<file path="src/rtl/shift_ex_unit.sv">
// rtl/shift_ex_unit.sv - two-stage 64-bit LSL/LSR/ASR/ROR execution unit with NZC flags
module shift_ex_unit #(
    parameter int WIDTH = 64,
    parameter int TAG_W = 5
) (
    input  logic             clk,
    input  logic             reset,
    input  logic             flush,
    input  logic             in_valid,
    output logic             in_ready,
    input  logic [WIDTH-1:0] in_a,
    input  logic [5:0]       in_shamt,
    input  logic [1:0]       in_op,
    input  logic [TAG_W-1:0] in_tag,
    output logic             out_valid,
    input  logic             out_ready,
    output logic [WIDTH-1:0] out_result,
    output logic [TAG_W-1:0] out_tag,
    output logic             out_n,
    output logic             out_z,
    output logic             out_c
);

    localparam logic [1:0] OP_LSL = 2'b00;
    localparam logic [1:0] OP_ASR = 2'b10;
    localparam logic [1:0] OP_ROR = 2'b11;

    function automatic logic [WIDTH-1:0] bit_rev(input logic [WIDTH-1:0] v);
        logic [WIDTH-1:0] r;
        for (int i = 0; i < WIDTH; i++) r[i] = v[WIDTH-1-i];
        return r;
    endfunction

    logic             r_s1_valid;
    logic [1:0]       r_s1_op;
    logic [5:0]       r_s1_shamt;
    logic [TAG_W-1:0] r_s1_tag;
    logic [WIDTH-1:0] r_s1_opnd;
    logic             r_s1_fill;

    logic             r_s2_valid;
    logic [WIDTH-1:0] r_s2_result;
    logic [TAG_W-1:0] r_s2_tag;
    logic             r_s2_n;
    logic             r_s2_z;
    logic             r_s2_c;

    logic             w_s2_adv;
    logic             w_s1_adv;
    logic             w_accept;
    logic [WIDTH-1:0] w_pre;
    logic             w_fill;
    logic [WIDTH-1:0] w_lvl [0:6];
    logic [WIDTH-1:0] w_result;
    logic             w_carry;

    assign w_s2_adv = !r_s2_valid || out_ready;
    assign w_s1_adv = !r_s1_valid || w_s2_adv;
    assign in_ready = w_s1_adv;
    assign w_accept = in_valid && w_s1_adv && !flush;

    // LSL is done as a right shift on the mirrored operand
    assign w_pre  = (in_op == OP_LSL) ? bit_rev(in_a) : in_a;
    assign w_fill = (in_op == OP_ASR) ? in_a[WIDTH-1] : 1'b0;

    assign w_lvl[0] = r_s1_opnd;
    for (genvar k = 0; k < 6; k++) begin : g_lvl
        localparam int SH = 1 << k;
        assign w_lvl[k+1] = !r_s1_shamt[k] ? w_lvl[k] :
                            (r_s1_op == OP_ROR) ? {w_lvl[k][SH-1:0], w_lvl[k][WIDTH-1:SH]}
                                                : {{SH{r_s1_fill}}, w_lvl[k][WIDTH-1:SH]};
    end

    assign w_result = (r_s1_op == OP_LSL) ? bit_rev(w_lvl[6]) : w_lvl[6];

    // On the conditioned operand the last bit out is always bit shamt-1
    always_comb begin
        w_carry = 1'b0;
        if (r_s1_shamt == 6'd0)
            w_carry = 1'b0;
        else if (r_s1_op == OP_ROR)
            w_carry = w_result[WIDTH-1];
        else
            w_carry = r_s1_opnd[r_s1_shamt - 6'd1];
    end

    always_ff @(posedge clk) begin
        if (reset) begin
            r_s1_valid <= 1'b0;
            r_s1_op    <= 2'b00;
            r_s1_shamt <= 6'd0;
            r_s1_tag   <= '0;
            r_s1_opnd  <= '0;
            r_s1_fill  <= 1'b0;
        end else begin
            if (flush)
                r_s1_valid <= 1'b0;
            else if (w_accept)
                r_s1_valid <= 1'b1;
            else if (w_s1_adv)
                r_s1_valid <= 1'b0;
            if (w_accept) begin
                r_s1_op    <= in_op;
                r_s1_shamt <= in_shamt;
                r_s1_tag   <= in_tag;
                r_s1_opnd  <= w_pre;
                r_s1_fill  <= w_fill;
            end
        end
    end

    always_ff @(posedge clk) begin
        if (reset) begin
            r_s2_valid  <= 1'b0;
            r_s2_result <= '0;
            r_s2_tag    <= '0;
            r_s2_n      <= 1'b0;
            r_s2_z      <= 1'b0;
            r_s2_c      <= 1'b0;
        end else begin
            if (flush)
                r_s2_valid <= 1'b0;
            else if (w_s2_adv)
                r_s2_valid <= r_s1_valid;
            if (r_s1_valid && w_s2_adv && !flush) begin
                r_s2_result <= w_result;
                r_s2_tag    <= r_s1_tag;
                r_s2_n      <= w_result[WIDTH-1];
                r_s2_z      <= (w_result == '0);
                r_s2_c      <= w_carry;
            end
        end
    end

    assign out_valid  = r_s2_valid;
    assign out_result = r_s2_result;
    assign out_tag    = r_s2_tag;
    assign out_n      = r_s2_n;
    assign out_z      = r_s2_z;
    assign out_c      = r_s2_c;

endmodule

</file>
<file path="config.mk">
export PLATFORM = sky130hd
export DESIGN_NAME = shift_ex_unit
export DESIGN_NICKNAME = d
export VERILOG_FILES = /design/src/rtl/shift_ex_unit.sv
export SDC_FILE = /design/constraint.sdc
export NUM_CORES = 1
export LEC_CHECK = 0
export ABC_AREA = 1
export BUFFER_PORTS_ARGS = -buffer_cell sky130_fd_sc_hd__clkbuf_2
export CAP_MARGIN = 10
export CORE_AREA = 2 2 154 156
export DETAILED_ROUTE_END_ITERATION = 7
export DIE_AREA = 0 0 156 158
export PLACE_DENSITY_LB_ADDON = 0.08
export SKIP_LAST_GASP = 1
export SYNTH_ARGS = -nofsm -noshare
export SYNTH_HDL_FRONTEND = slang
export SYNTH_SLANG_ARGS = --single-unit
</file>
<file path="constraint.sdc">
create_clock -name clk -period 3.8 [get_ports clk]
set_clock_uncertainty 0.2 [all_clocks]
set_input_delay 0.19 -clock clk [delete_from_list [all_inputs] [get_ports clk]]
set_output_delay 0.19 -clock clk [all_outputs]
set_load 0.005 [all_outputs]
</file>
# --- Word level (Yosys, flattened, before mapping) ---
# Index checks and enable logic that the tools add are counted.
totals:
  register_bits: 152
  out_inout_bits: 74
  word_cells: 52
classes:
  addsub: 1
  order_cmp: 1
  eq_ne: 2
  n_mux: 21
  n_reduce_logical: 15
op_table:
  columns: ["operator", "count"]
  rows:
  - ["two-way mux 64 bit", 14]
  - ["zero test 64 bit", 1]
  - ["less-than comparator 6 x 7 -> 1 bit, second input constant", 1]
  - ["binary-select mux 1 bit (select 6 bit)", 1]
  - ["zero test 6 bit", 1]
  - ["two-way mux 1 bit", 6]
  - ["subtractor 6 x 1 -> 6 bit, second input constant", 1]
  - ["== test 2 bit, second input constant", 2]
  - ["logical AND 1 bit", 4]
  - ["zero test 2 bit", 2]
  - ["zero test 1 bit", 3]
  - ["logical OR 1 bit", 2]
  - ["nonzero test 2 bit", 1]
  - ["OR reduction 2 bit", 1]

# --- Depth between registers and ports, before layout ---
depth:
  ltp_word: 16
  mapped_depth: 24
  mapped_depth_nobuf: 22

# --- Worst setup path before layout ---
# No wires, ideal clock.
synth_path:
  kind: "register to register"
  start: "reg r_s1_shamt[1]"
  end: "reg r_s2_c (netlist: out_c)"
  arrival_time_ns: 2.337
  required_ns: 3.466
  path_slack_ns: 1.129
  path_stages_with_launch: 16
  synth_period_minus_slack_ns: 2.671
  cell_sequence: "dfxtp_1 -> buf_2 -> inv_4 -> buf_6 -> buf_4 -> ha_1 -> clkbuf_1 -> inv_1 -> clkbuf_1 -> nand3_1 -> nand3_1 -> a31oi_1 -> o31ai_1 -> a21oi_1 -> o21ai_1 -> a21oi_1"
synth_between:
  elab_chain_cells: 12
  elab_cells_between_ends: 16
synth_lines:
  columns: ["element", "line", "rtl"]
  rows:
  - ["from (decl)", "36", "logic [5:0] r_s1_shamt;"]
  - ["from (signal assigned)", "104", "r_s1_shamt <= in_shamt;"]
  - ["branches (longest 11 deep; another with subtractor 6 x 1 -> 6 bit)", null, null]
  - ["two-way mux 1 bit (*)", "79", "if (r_s1_shamt == 6'd0)"]
  - ["to (signal assigned)", "130", "r_s2_c <= w_carry;"]
  - ["to (decl)", "46", "logic r_s2_c;"]
# Every way passes the cells marked *. The select of a mux whose other input is x is not followed.
# A chain may end at the register's enable or synchronous reset.

# --- Worst setup path in the final report ---
layout_path:
  start: "reg r_s1_op[0]"
  end: "reg r_s2_z (netlist: out_z)"
layout_between:
  elab_chain_cells: 15
  elab_cells_between_ends: 16
layout_lines:
  columns: ["element", "line", "rtl"]
  rows:
  - ["from (decl)", "35", "logic [1:0] r_s1_op;"]
  - ["from (signal assigned)", "103", "r_s1_op <= in_op;"]
  - ["== test 2 bit", "70", "(r_s1_op == OP_ROR) ? {w_lvl[k][SH-1:0], w_lvl[k][WIDTH-1:SH]}"]
  - ["two-way mux 64 bit", "70", null]
  - ["two-way mux 64 bit", "69", "assign w_lvl[k+1] = !r_s1_shamt[k] ? w_lvl[k] :"]
  - ["two-way mux 64 bit", "70", null]
  - ["two-way mux 64 bit", "69", null]
  - ["two-way mux 64 bit", "70", null]
  - ["two-way mux 64 bit", "69", null]
  - ["two-way mux 64 bit", "70", null]
  - ["two-way mux 64 bit", "69", null]
  - ["two-way mux 64 bit", "70", null]
  - ["two-way mux 64 bit", "69", null]
  - ["two-way mux 64 bit", "70", null]
  - ["two-way mux 64 bit", "69", null]
  - ["two-way mux 64 bit (*)", "74", "assign w_result = (r_s1_op == OP_LSL) ? bit_rev(w_lvl[6]) : w_lvl[6];"]
  - ["zero test 64 bit (*)", "129", "r_s2_z <= (w_result == '0);"]
  - ["to (signal assigned)", "129", null]
  - ["to (decl)", "45", "logic r_s2_z;"]
# Every way passes the cells marked *; elsewhere a longest branch is shown, timed or not.

==> flow_summary.toml <==
[floorplan]
die_h_um = 158
core.rowCount = 56
io_pins = 156
die_x_um = 156
dieArea_sq_mm = 0.0246
initial_core_util_pct = 54.1
core_sq_mm = 0.0231

[pwr]
p_leak_nw = 7.35
p_sw_share_pct = 41.9
seqPwrFrac_pct = 29.6
clkPwrFrac_pct = 33.0
peakVddDrop_mv = 0.252
p_comb_share_pct = 37.4
pwr_density_cell_mw_per_mm2 = 394
intPower_w = 0.00343
power_switching_w = 0.00247

[synth]
synthTopCellsByArea = "nand3_1 26%, dfxtp_1 24%, nand2_1 19%"
yosysWarnings = 0
synth_top_cell_by_area = "nand3_1"
synth_area_sq_mm = 0.0125
synth.yosys.seq_area_share_pct = 24.2
netlist_instances = 2232
synth_nets = 2315
synth_cell_types = 33
synth_top_area_share_pct = 26.1
synth.ff_latch_count = 151
syn_avg_cell_area_sq_um = 5.59

[clock_network]
clk_latency_ns = 0.44
numCtsBuffers = 17
cts_post_setup_buffers_inserted = 0
cts-root-buf = "clkbuf_16"
cts_max_level = 4
clockBufferDepth = 2
path_clk_slew_ns = 0.08
cts_sinks = 151
cts_tree = "yes"

[place]
dp_hpwl_mm = 38.5
globalplace.congestion = 1.07
port-buffer-count = 155
placed_cells = 2537

[setup_path]
crit_fanout = 10
startpoint = "r_s1_op[0]"
critical_path_class = "reg2reg"
critPathLaunchType = "flip-flop"
reg2reg_from = "r_s1_op[0]"
cp.required_ns = 3.98
worst_setup_path_end_kind = "flip-flop"
crit_arrival_ns = 3.66
rrSetupSlack_ns = 0.32

[route]
drt-pass1-iter-count = 8
remaining_drc_errors = 2
vias = 17054
viasPerCell = 6.37
drt_iter0_markers = 3056
wl_mm = 55.2
ant_nets = 0
wl_per_cell_um = 20.6

[grt]
grt_pass1_vias = 15275
grtUsageTotal_pct = 44.7
grt_max_degree = 86
antenna_found_initial = 0
globalRouteOverflowTotal = 0
grt_pass1_wl_mm = 85.8

[sta]
setup_viol = 0
rsz0062_at_grt = "no"
fin_setup_tns_ns = 0
fmax_mhz = 288
finalCritPeriodShare_pct = 91.5
finalCriticalPeriod_ns = 3.48
finalHoldViolations = 0
slew_headroom_pct = 24.2
drv_slew = 0
tightest_slew_ns = 1.14

[cells_and_area]
fin_cells = 2679
layout.cells.most_common_list = "652 x nand3_1, 623 x nand2_1, 204 x o21ai_0, 189 x nor2_1, 155 x clkbuf_2"
antenna_cells = 0
areaGrowthSynthToFinish_pct = 19.9
fill_cells = 2115
final_util_pct = 64.9
final_nets = 2459
drive_above_1_share_pct = 11.7
final_common_cell = "nand3_1"

[run_status]
violations = "design-rule violations"
status = "complete, but fails checks"

[job]
cap_viol_max_count = 0

[min_path]
min_path_type = "in2reg"
min_from = "in_op[1]"
-- Yosys cell counts, drive strengths merged --
library cell and count:
nand3 665, nand2 645, o21ai 210, nor2 193
dfxtp 151, clkbuf 96, inv 87, buf 82
a31oi 66, a21oi 15, o211ai 7, xor2 3
a211oi 2, nor3 2, o31ai 2, and2 1
ha 1, nand4 1, o21a 1, or2 1
xnor2 1
-- layout make-up --
class | instances | area [sq um] | area share [%]
clock buffer | 18 | 439 | 2.93
inverter | 87 | 329 | 2.20
tap | 290 | 363 | 2.42
clock inverter | 14 | 201 | 1.35
sequential | 151 | 3030 | 20.2
multi-input combinational | 1816 | 8350 | 55.8
timing repair buffer | 303 | 2260 | 15.1
-- routing by layer --
metal	GRT usage (%)	vias to the layer above	routed length, um
met5	0	-	0
met4	21.1	0	3020
met3	9.28	242	6530
met2	69.3	1266	23800
met1	59.5	7720	21900
li1	-	7826	-
-- metrics by stage --
step                total power (W)  hold slack, ns  cell area, sq um  setup WS (ns)
floorplan                   0.00309           0.141             12500           1.13
global placement            0.00375           0.234             13200          0.654
detailed placement          0.00377           0.242             13200          0.549
CTS                         0.00577           0.164             15000          0.539
global route                0.00613           0.237             15000          0.137
finish                      0.00590           0.188             15000          0.324
-- flip-flops by register name, summed over array words and instances (netlist names), 2 cells and up --
| signal | count |
|---|---|
| out_result | 64 |
| r_s1_opnd | 64 |
| r_s1_shamt | 6 |
| out_tag | 5 |
| r_s1_tag | 5 |
| r_s1_op | 2 |
-- logic make-up (layout without fill, tap and decap cells) --
kind of cell / Yosys count / count (layout) / synth area share, %
and+or+nand+nor: 1508 / 1508 / 53.2
buffers and inverters: 265 / 422 / 9.06
AOI/OAI and AO/OA: 303 / 303 / 13.1
xor gates and xnor gates: 4 / 4 / 0.281
DFF: 151 / 151 / 24.2
adders and majority gates: 1 / 1 / 0.100
-- path summary, 6_finish.rpt --
path | end | cells after the start
max | out_z | 16
min | r_s1_op[1] | 4
max reg2reg | out_z | 16
min reg2reg | r_s1_tag[2] | 2
-- power groups by stage --
| stage | Clock (W) | Combinational (W) | Sequential (W) |
|---|---|---|---|
| 3_5_place_dp | 0 | 0.00199 | 0.00178 |
| 4_1_cts | 0.00194 | 0.00209 | 0.00174 |
| 5_1_grt | 0.00200 | 0.00238 | 0.00175 |
| 3_3_place_gp | 0 | 0.00198 | 0.00178 |
| 2_1_floorplan | 0 | 0.00134 | 0.00175 |
| 6_report | 0.00195 | 0.00221 | 0.00175 |
-- worst max-delay path, cell delays in order (launching register included) --
cell     delay [ns]
dfxtp_1        0.43
nand2_1        0.24
nand2_2        0.27
inv_2          0.10
nor2_1         0.65
nand2_1        0.18
nand3_1        0.10
nand2_1        0.12
nand2_1        0.08
nand2_1        0.12
nor2_1         0.12
nand2_1        0.07
nor2_1         0.33
nand2_1        0.10
nor2_1         0.10
nand2_1        0.08
a21oi_2        0.11
-- timing repair --
action,4_1_cts,5_1_grt
hold buffers,110,0
gates resized for setup,0,0
endpoints found under the hold margin,77,0
(Power assumes the default switching activity.)
